==> src/rtl/forward_control.sv <==
// Operand-forwarding and load-use interlock for a 5-stage pipeline: tracks the
// instructions in execute and memory and picks the bypass source for each operand.
module forward_control #(
  parameter int REG_BITS = 3,
  parameter int CNT_BITS = 16
) (
  input  logic                clk,
  input  logic                reset,
  input  logic                id_valid,
  input  logic [REG_BITS-1:0] id_src,
  input  logic [REG_BITS-1:0] id_dst,
  input  logic                id_use_src,
  input  logic                id_reg_op2,
  input  logic                id_writes,
  input  logic [REG_BITS-1:0] id_wreg,
  input  logic                id_is_load,
  input  logic                flush,
  output logic [1:0]          selectSrc,
  output logic [1:0]          selectDst,
  output logic                stall,
  output logic [CNT_BITS-1:0] stall_count
);

  localparam logic [1:0] SEL_RF  = 2'b00;
  localparam logic [1:0] SEL_EX  = 2'b01;
  localparam logic [1:0] SEL_MEM = 2'b10;
  localparam logic [CNT_BITS-1:0] CNT_ONE = {{(CNT_BITS-1){1'b0}}, 1'b1};

  // Tag records for the instructions currently in execute and memory.
  logic                exValidReg, exWritesReg, exIsLoadReg;
  logic [REG_BITS-1:0] exWregReg;
  logic                memValidReg, memWritesReg;
  logic [REG_BITS-1:0] memWregReg;

  logic [1:0]          selectSrcReg, selectDstReg;
  logic [CNT_BITS-1:0] stallCountReg;

  // Operand 0 is the first (src) operand, operand 1 the second (dst) operand.
  logic [REG_BITS-1:0] opIdx [2];
  logic [1:0]          opUsed;
  logic [1:0]          opMatchEx;
  logic [1:0]          opMatchMem;
  logic [1:0]          opSel [2];

  assign opIdx[0] = id_src;
  assign opIdx[1] = id_dst;
  assign opUsed   = {id_reg_op2, id_use_src};

  genvar gi;
  generate
    for (gi = 0; gi < 2; gi++) begin : gOperand
      assign opMatchEx[gi]  = opUsed[gi] & exValidReg & exWritesReg & (exWregReg == opIdx[gi]);
      assign opMatchMem[gi] = opUsed[gi] & memValidReg & memWritesReg & (memWregReg == opIdx[gi]);
      // Nearer producer wins; a bubble or unread operand always takes the register file.
      assign opSel[gi] = !id_valid      ? SEL_RF  :
                         opMatchEx[gi]  ? SEL_EX  :
                         opMatchMem[gi] ? SEL_MEM : SEL_RF;
    end
  endgenerate

  // A load in execute cannot forward yet; hold decode one cycle so it moves to memory.
  assign stall = ~reset & id_valid & ~flush & exIsLoadReg & (|opMatchEx);

  always_ff @(posedge clk) begin
    if (reset) begin
      exValidReg    <= 1'b0;
      exWritesReg   <= 1'b0;
      exIsLoadReg   <= 1'b0;
      exWregReg     <= '0;
      memValidReg   <= 1'b0;
      memWritesReg  <= 1'b0;
      memWregReg    <= '0;
      selectSrcReg  <= SEL_RF;
      selectDstReg  <= SEL_RF;
      stallCountReg <= '0;
    end else if (flush) begin
      exValidReg   <= 1'b0;
      memValidReg  <= 1'b0;
      selectSrcReg <= SEL_RF;
      selectDstReg <= SEL_RF;
    end else begin
      memValidReg  <= exValidReg;
      memWritesReg <= exWritesReg;
      memWregReg   <= exWregReg;
      if (stall) begin
        exValidReg   <= 1'b0;
        selectSrcReg <= SEL_RF;
        selectDstReg <= SEL_RF;
        if (~&stallCountReg) stallCountReg <= stallCountReg + CNT_ONE;
      end else begin
        exValidReg   <= id_valid;
        exWritesReg  <= id_writes;
        exIsLoadReg  <= id_is_load;
        exWregReg    <= id_wreg;
        selectSrcReg <= opSel[0];
        selectDstReg <= opSel[1];
      end
    end
  end

  assign selectSrc   = selectSrcReg;
  assign selectDst   = selectDstReg;
  assign stall_count = stallCountReg;

endmodule

==> config.mk <==
export PLATFORM = sky130hd
export DESIGN_NAME = forward_control
export DESIGN_NICKNAME = d
export VERILOG_FILES = /design/src/rtl/forward_control.sv
export SDC_FILE = /design/constraint.sdc
export NUM_CORES = 1
export LEC_CHECK = 0
export ABC_AREA = 1
export CORE_MARGIN = 4
export CORE_UTILIZATION = 25
export CTS_BUF_LIST = sky130_fd_sc_hd__clkbuf_16
export DETAILED_ROUTE_END_ITERATION = 10
export DONT_BUFFER_PORTS = 1
export GPL_TIMING_DRIVEN = 0
export SLEW_MARGIN = 20
export SYNTH_ARGS = -nofsm -noshare
export SYNTH_HDL_FRONTEND = slang
export SYNTH_SLANG_ARGS = --single-unit
==> constraint.sdc <==
create_clock -name clk -period 3.6 [get_ports clk]
set_input_delay 0.36 -clock clk [delete_from_list [all_inputs] [get_ports clk]]
set_output_delay 0.36 -clock clk [all_outputs]
set_load 0.05 [all_outputs]
==> impl_metrics.toml, run 1 <==
[clocking]
clk_latency_ps = 280
cts_buffers = 5
cts_hold_buf = 0
cts_root_buffer = "clkbuf_16"
cts.sinks = 31
cts_tree = "built"
cts.repair.resized = 0
cts_setup_buffers = 0
clk_pin_slew_worst_paths_ps = 50
cts.htree.levels = 2
clk_path_buf_depth = 2

[grt]
antenna_found_initial = 0
busiest_layer = "met2"
globalRouteMet1Util_pct = 13.47
grt_pass1_vias = 1567
use_met3_pct = 5.768
grt_max_degree = 11
overflow = 0
grt_use_met2_pct = 18.19
grt_use_total_pct = 11.40
grt_pass1_wl_mm = 7.693

[pwr]
p_total_uw = 799.1
p_seq_share_pct = 44.8
power_frac_clock_pct = 50.1
sw_frac_of_total_pct = 22.87
p_comb_share_pct = 5.2
p_int_uw = 616.4
vdd_ir_drop_max_mv = 0.1934
leakage_uw = 0.0008967
powerDensity_nw_per_um2 = 391.6
p_sw_uw = 182.7

[cells_and_area]
layout_commonest_cell = "nand2_1"
diodes = 0
seq_area_um2 = 620.6
multi_input_area_um2 = 969.7
nFillCells = 761
syn_to_final_growth_pct = 14.46
fin_nets = 299
fin_area_um2 = 2041
drive_gt1_share_pct = 9.220
final_cell_mix = "79 x nand2_1, 40 x nor2_1, 35 x inv_1"
finish.utilization_pct = 29.71

[route]
vias = 1696
post-route-drc-count = 0
drt_iter0_drc = 89
ant_nets = 0
post_drt_wl_per_cell_um = 12.34
vias_per_cell = 4.487
firstDrtPassIters = 4
drt-total-wl_mm = 4.666

[placement]
dpl-instance-area_um2 = 1903
hpwl_mm = 3.520
io_buffers = 0
gp_congestion = 0.8555

[timing]
rsz0062_at_grt = "false"
fin_crit_sh_pct = 59.68
fin_skew_ps = 5.142
tightest_slew_ps = 680.9
max_freq_ghz = 0.4655
drv_slew = 0
setup_viol = 0
finalHoldViolations = 0
period_needed_ps = 2148
max_slew_margin_pct = 54.55
tns_ps = 0

[logic_synthesis]
syn_nets = 292
ys_seq_area_share_pct = 34.81
synth_top_cell_area_share_pct = 34.81
synth_area_leader_cell = "dfxtp_1"
ys_types = 27
ys_ff_latch = 31
synth.top_cells.by_area = "dfxtp_1 35%, nand2_1 17%, nor2_1 8.4%"
synth_area_um2 = 1783
syn_area_per_cell_um2 = 6.507
yosys_warnings = 0
syn_inst = 274

[critical_path]
startpoint = "stall_count[0]"
r2r_cells = 9
crit_path_start_kind = "register"
crit_fanout = 10
required_ps = 3770
endpoint_kind = "register"
worst-setup-path-type = "reg -> reg"
arrival_ps = 2320
rrSetupSlack_ps = 1450
r2r_end = "stall_count[13]"
rr_startpoint = "stall_count[0]"

[die]
rows = 30
pin_count = 38
fp.dieArea_um2 = 8547
fp.dieW_um = 92.45
coreArea_um2 = 6869
die_y_um = 92.45
start_util_pct = 25.96

[run_status]
status = "complete, no violations"

[hold_path]
worstHoldPathCells = 1
hold_path_class = "in -> reg"
min_from = "flush"
holdPathEnd = "memValidReg"

[run]
maxCapViolCount = 0
## critical path, cell delays in order, from the launching register on
cell	delay, ps
dfxtp_1	730
ha_1	280
nand2_1	140
nor2_4	250
nand4_2	150
buf_2	230
nand4_1	120
nand2_1	50
inv_1	60
nor2_2	30
## area by class of cell
| class | instances | share of cell area (%) |
|---|---|---|
| Sequential cell | 31 | 30.41 |
| Inverter | 35 | 6.438 |
| Tap cell | 96 | 5.886 |
| Clock buffer | 5 | 6.131 |
| Clock inverter | 3 | 0.6131 |
| Multi-Input combinational cell | 199 | 47.52 |
| Buffer | 9 | 3.004 |
## Yosys cell counts
| cell type | n |
|---|---|
| nand3_1 | 7 |
| nand2_2 | 1 |
| nand4_1 | 16 |
| inv_2 | 2 |
| xor2_1 | 9 |
| nor2_2 | 4 |
| nor2_1 | 40 |
| nor3_1 | 1 |
| or2_2 | 1 |
| nand3b_1 | 6 |
| xnor2_1 | 2 |
| a21oi_1 | 18 |
| dfxtp_1 | 31 |
| o21ai_0 | 5 |
| nand2_1 | 79 |
| nand3_2 | 2 |
| clkbuf_1 | 1 |
| nor2_4 | 1 |
| buf_2 | 4 |
| buf_6 | 2 |
| inv_1 | 33 |
| buf_4 | 2 |
| nor3b_1 | 2 |
| nand4_2 | 1 |
| ha_1 | 1 |
| o211ai_1 | 1 |
| o21ai_1 | 2 |
## layer usage
layer,vias up,wire [um]
met5,-,0
met4,0,52
met3,7,468
met2,54,2029
met1,754,2116
li1,881,-
## per-stage QoR
stage | std cells | hold slack (ps) | setup slack, ps
final | 378 | 154.6 | 1452
after global routing | 378 | 150.6 | 1264
after CTS | 378 | 150.6 | 1429
after detailed placement | 370 | 440.5 | 1456
after global placement | 370 | 440.2 | 1516
after floorplan | 274 | 436.1 | 1769
## power groups by stage
stage	registers [uW]	clock network [uW]	logic, uW
after floorplan	363	0	32.9
after global placement	365	0	40.9
after detailed placement	365	0	42.1
after CTS	358	409	42.2
after global routing	358	423	49.2
final	358	400	41.3
## worst max path at each step
stage	endpoint	slack [ps]	cells after the start
2_1_floorplan	stall_count[13]	1770	9
5_1_grt	stall	1260	9
3_5_place_dp	stall_count[12]	1460	8
3_3_place_gp	stall_count[14]	1520	8
4_1_cts	stall	1430	9
6_report	stall_count[13]	1450	9
## cells by family after synthesis
logic type	synth area share (%)
adder cells (fa/ha/maj)	0.7016
flip-flops	34.81
XOR/XNOR	5.404
AO/OA/AOI/OAI	7.439
AND/OR/NAND/NOR	40.84
buffers and inverters	10.81
## registers in the layout, indices dropped and copies added (netlist names)
| signal | flops |
|---|---|
| exIsLoadReg | 1 |
| exValidReg | 1 |
| exWregReg | 3 |
| exWritesReg | 1 |
| memValidReg | 1 |
| memWregReg | 3 |
| memWritesReg | 1 |
| selectDst | 2 |
| selectSrc | 2 |
| stall_count | 16 |
No activity file was read; power rests on OpenSTA's default activity.
==> run 2, diff against run 1 <==
clock period = 2.2 ns   (was 3.6 ns; I/O delays follow)
==> impl_metrics.toml, run 2 (synthesis results as in run 1) <==
[clocking]
cts_buffers = 5
cts_tree = "built"
cts_root_buffer = "clkbuf_16"
cts.sinks = 31
cts.htree.levels = 2
cts.repair.resized = 0
clk_latency_ps = 280
cts_setup_buffers = 0
cts_hold_buf = 0
clk_path_buf_depth = 2
clk_pin_slew_worst_paths_ps = 50

[critical_path]
critPathSlowestCell = "dfxtp_1"
path_depth = 9
crit_buf_inv = 3
r2r_cells = 8
crit_chain = "inv_2 -> nand2_1 -> nand2_1 -> nor2_1 -> nand2_1 -> nand2_2 -> nand2_1 -> buf_4 -> inv_1"
crit_fanout = 10
worst-setup-path-type = "reg -> out"
rr_startpoint = "stall_count[2]"
crit_path_start_kind = "register"
endpoint_kind = "output pin"
r2r_end = "stall_count[13]"
crit_path_max_incr_delay_ps = 390
rrSetupSlack_ps = 240
cp_top_family = "simple AND/OR/NAND/NOR gates"
arrival_ps = 1780
crit_top_cell = "nand2_1"
required_ps = 1980

[grt]
grt_use_total_pct = 11.40
overflow = 0
antenna_found_initial = 0
grt_pass1_wl_mm = 7.693
grt_max_degree = 11
grt_pass1_vias = 1567

[cells_and_area]
largest_register_ffs = 16
final_cell_mix = "79 x nand2_1, 40 x nor2_1, 35 x inv_1"
drive_gt1_share_pct = 9.929
layout_commonest_cell = "nand2_1"
instances_no_fill = 378
diodes = 0
fin_area_um2 = 2043
fin_nets = 299
nFillCells = 764
syn_to_final_growth_pct = 14.60

[route]
drt_iter0_drc = 89
top_layer_used = "met4"
routed-wl-met3_um = 419
drt-total-wl_mm = 4.657
vias = 1698
post-route-drc-count = 0
vias_per_cell = 4.492
ant_nets = 0
wl_met1_mm = 2.130
firstDrtPassIters = 4
routed-wl-met2_mm = 2.055
post_drt_wl_per_cell_um = 12.32

[timing]
rsz0062_at_grt = "false"
finalHoldViolations = 0
period_needed_ps = 2002
fin_skew_ps = 4.806
worst_slack_ps = 198.2
tightest_slew_ps = 679.4
tns_ps = 0
max_slew_margin_pct = 54.65
setup_viol = 0
fin_crit_sh_pct = 90.99
max_freq_ghz = 0.4995
drv_slew = 0

[placement]
dpl-instance-area_um2 = 1903
numPlacedInstances = 370
io_buffers = 0
hpwl_mm = 3.520
gp_congestion = 0.8555
post-place-ws_ps = 56.02

[hold_path]
min_from = "flush"
holdPathEnd = "memValidReg"
worstHoldPathCells = 1
hold_path_class = "in -> reg"

[die]
die_y_um = 92.45
start_util_pct = 25.96
coreArea_um2 = 6869
fp.dieW_um = 92.45
pin_count = 38
fp.dieArea_um2 = 8547
rows = 30

[pwr]
powerDensity_nw_per_um2 = 639.7
vdd_ir_drop_max_mv = 0.3165
leakage_uw = 0.0008977
p_total_uw = 1307

[run_status]
status = "complete, no violations"

[run]
maxCapViolCount = 0
[run 2: cell count changes in the layout (fill, tap and decap cells not counted)]
cell     change
dfxtp_1      -2
dfxtp_2      +2
[run 2: worst max path at each step]
stage,start,end
global route,exWregReg[0],stall
detailed placement,stall_count[0],stall_count[12]
CTS,stall_count[0],stall_count[12]
floorplan,stall_count[0],stall_count[13]
global placement,stall_count[0],stall_count[14]
finish,exWregReg[0],stall
[run 2: routing by layer]
metal	global-route usage, %	vias up
met4	3.094	0
li1	-	882
met3	5.768	7
met5	0	-
met1	13.47	763
met2	18.19	46
[run 2: report_power, final]
group / internal, uW / leakage [uW] / switching (uW)
Sequential: 574 / 0.000253 / 10.9
Clock: 408 / 0.0000762 / 246
Combinational: 26.0 / 0.000569 / 41.7
[run 2: final cells by class]
type	count	area (um2)	share of cell area, %
multi-input cells	199	969.7	47.46
plain buffers	9	61.31	3.001
clock buffers	5	125.1	6.124
inverters	35	131.4	6.430
clock inverters	3	12.51	0.6124
well taps	96	120.1	5.879
flip-flops and latches	31	623.1	30.50
[run 2: stage by stage]
stage               utilization (%)  hold WS, ps
finish                        29.74        14.62
detailed placement            27.70        300.5
global route                  29.74        10.62
global placement              27.70        300.2
floorplan                         -        296.1
CTS                           29.71        10.62
[run 2: worst reg2reg max path, cell delays in order, from the launching register on]
cell and delay (ps):
dfxtp_1 690, nand2_1 270, nor2_4 250, nand4_2 150, buf_2 230, nand4_1 120
nand2_1 50, inv_1 60, nor2_2 30
==> run 3, diff against run 2 <==
CTS_BUF_LIST = unset   (was sky130_fd_sc_hd__clkbuf_16)
==> impl_metrics.toml, run 3 (synthesis results as in run 1) <==
[pwr]
vdd_ir_drop_max_mv = 0.3368
p_sw_uw = 272.6
powerDensity_nw_per_um2 = 549.5
power_frac_clock_pct = 40.4
p_seq_share_pct = 53.4
leakage_uw = 0.0008535
sw_frac_of_total_pct = 24.92
p_int_uw = 821.3
p_comb_share_pct = 6.2

[critical_path]
rr_startpoint = "stall_count[2]"
crit_top_cell = "nand2_1"
critPathSlowestCell = "dfxtp_1"
rrSetupSlack_ps = 240
crit_chain = "nand2_1 -> nor2_4 -> nand4_2 -> buf_2 -> nand4_1 -> nand2_1 -> inv_1 -> nor2_2"
crit_fanout = 10
endpoint_kind = "register"
required_ps = 2380
crit_path_start_kind = "register"
r2r_end = "stall_count[13]"
arrival_ps = 2140
r2r_cells = 8
crit_path_max_incr_delay_ps = 690
worst-setup-path-type = "reg -> reg"

[route]
ant_nets = 0
drt_iter0_drc = 72
post_drt_wl_per_cell_um = 12.33
drt-total-wl_mm = 4.661
vias = 1692
post-route-drc-count = 0
vias_per_cell = 4.476
firstDrtPassIters = 4

[cells_and_area]
layout_commonest_cell = "nand2_1"
fin_area_um2 = 1991
final_cell_mix = "79 x nand2_1, 40 x nor2_1, 32 x inv_1"
instances_no_fill = 378
diodes = 0
largest_register_ffs = 16
syn_to_final_growth_pct = 11.65
drive_gt1_share_pct = 10.28
nFillCells = 773
fin_nets = 299

[clocking]
cts_tree = "built"
cts.repair.resized = 0
cts.htree.levels = 2
cts_hold_buf = 0
cts_setup_buffers = 0
clk_latency_ps = 280
clk_pin_slew_worst_paths_ps = 70
cts_root_buffer = "clkbuf_8"
cts_buffers = 5
cts.sinks = 31
clk_path_buf_depth = 2

[placement]
gp_congestion = 0.8555
dpl-instance-area_um2 = 1903
post-place-ws_ps = 56.02
hpwl_mm = 3.520
io_buffers = 0
numPlacedInstances = 370

[timing]
fin_skew_ps = 7.626
tns_ps = 0
max_slew_margin_pct = 54.62
period_needed_ps = 1963
tightest_slew_ps = 679.8
drv_slew = 0
worst_slack_ps = 237.2
rsz0062_at_grt = "false"
max_freq_ghz = 0.5095
finalHoldViolations = 0
setup_viol = 0
fin_crit_sh_pct = 89.22

[die]
pin_count = 38
start_util_pct = 25.96
rows = 30
coreArea_um2 = 6869
fp.dieW_um = 92.45
die_y_um = 92.45
fp.dieArea_um2 = 8547

[grt]
antenna_found_initial = 0
grt_pass1_wl_mm = 7.638
use_met3_pct = 4.793
grt_max_degree = 11
globalRouteMet1Util_pct = 13.47
overflow = 0
grt_use_met2_pct = 18.19
busiest_layer = "met2"
grt_use_total_pct = 11.20
grt_pass1_vias = 1575

[hold_path]
worstHoldPathCells = 1
min_from = "flush"
hold_path_class = "in -> reg"
holdPathEnd = "memValidReg"

[run]
maxCapViolCount = 0

[run_status]
status = "complete, no violations"
-- run 3: cell types whose count changed in the layout (fill, tap and decap cells not counted), sizes merged --
cell,change
clkbuf,+2
inv,-3
clkinvlp,+1
-- run 3: worst max-delay path, delay by kind of cell, from the launching register on --
| family | cells | cell delay (ps) |
|---|---|---|
| buffers and inverters | 2 | 290 |
| AND/OR/NAND/NOR | 6 | 860 |
| flip-flops | 1 | 690 |
-- run 3: worst max path at each step --
stage               depth (start not counted)      startpoint               to  slack [ps]
finish                                      8  stall_count[2]  stall_count[13]         240
global placement                            8  stall_count[0]  stall_count[14]         120
detailed placement                          8  stall_count[0]  stall_count[12]          60
CTS                                         8  stall_count[0]  stall_count[12]          20
global route                                8  stall_count[2]  stall_count[13]          40
floorplan                                   9  stall_count[0]  stall_count[13]         370
-- run 3: area by class of cell --
cell class / instances / area [um2] / share of cell area, %
plain buffers: 9 / 61.31 / 3.080
clock buffers: 7 / 76.32 / 3.834
clock inverters: 1 / 5.005 / 0.2514
inverters: 35 / 135.1 / 6.788
multi-input cells: 199 / 969.7 / 48.71
flip-flops and latches: 31 / 623.1 / 31.30
well taps: 96 / 120.1 / 6.034
-- run 3: power groups by stage --
stage	registers [uW]	clock network (uW)	logic [uW]
5_1_grt	586	469	80.5
2_1_floorplan	594	0	53.9
6_report	584	442	67.6
3_3_place_gp	597	0	66.9
3_5_place_dp	597	0	68.8
4_1_cts	584	451	69.1
-- run 3: routing by layer --
layer,share of wire [%],vias to the layer above
met1,46,758
met4,0.88,0
met2,44,46
met3,8.9,5
met5,0,-
li1,-,883
-- run 3: per-stage QoR --
step | hold slack (ps) | util (%) | total power [uW]
4_1_cts | 4.038 | 28.89 | 1104
3_5_place_dp | 300.5 | 27.70 | 666.0
5_1_grt | 2.021 | 28.98 | 1135
6_report | 9.063 | 28.98 | 1094
3_3_place_gp | 300.2 | 27.70 | 663.6
2_1_floorplan | 296.1 | - | 648.3
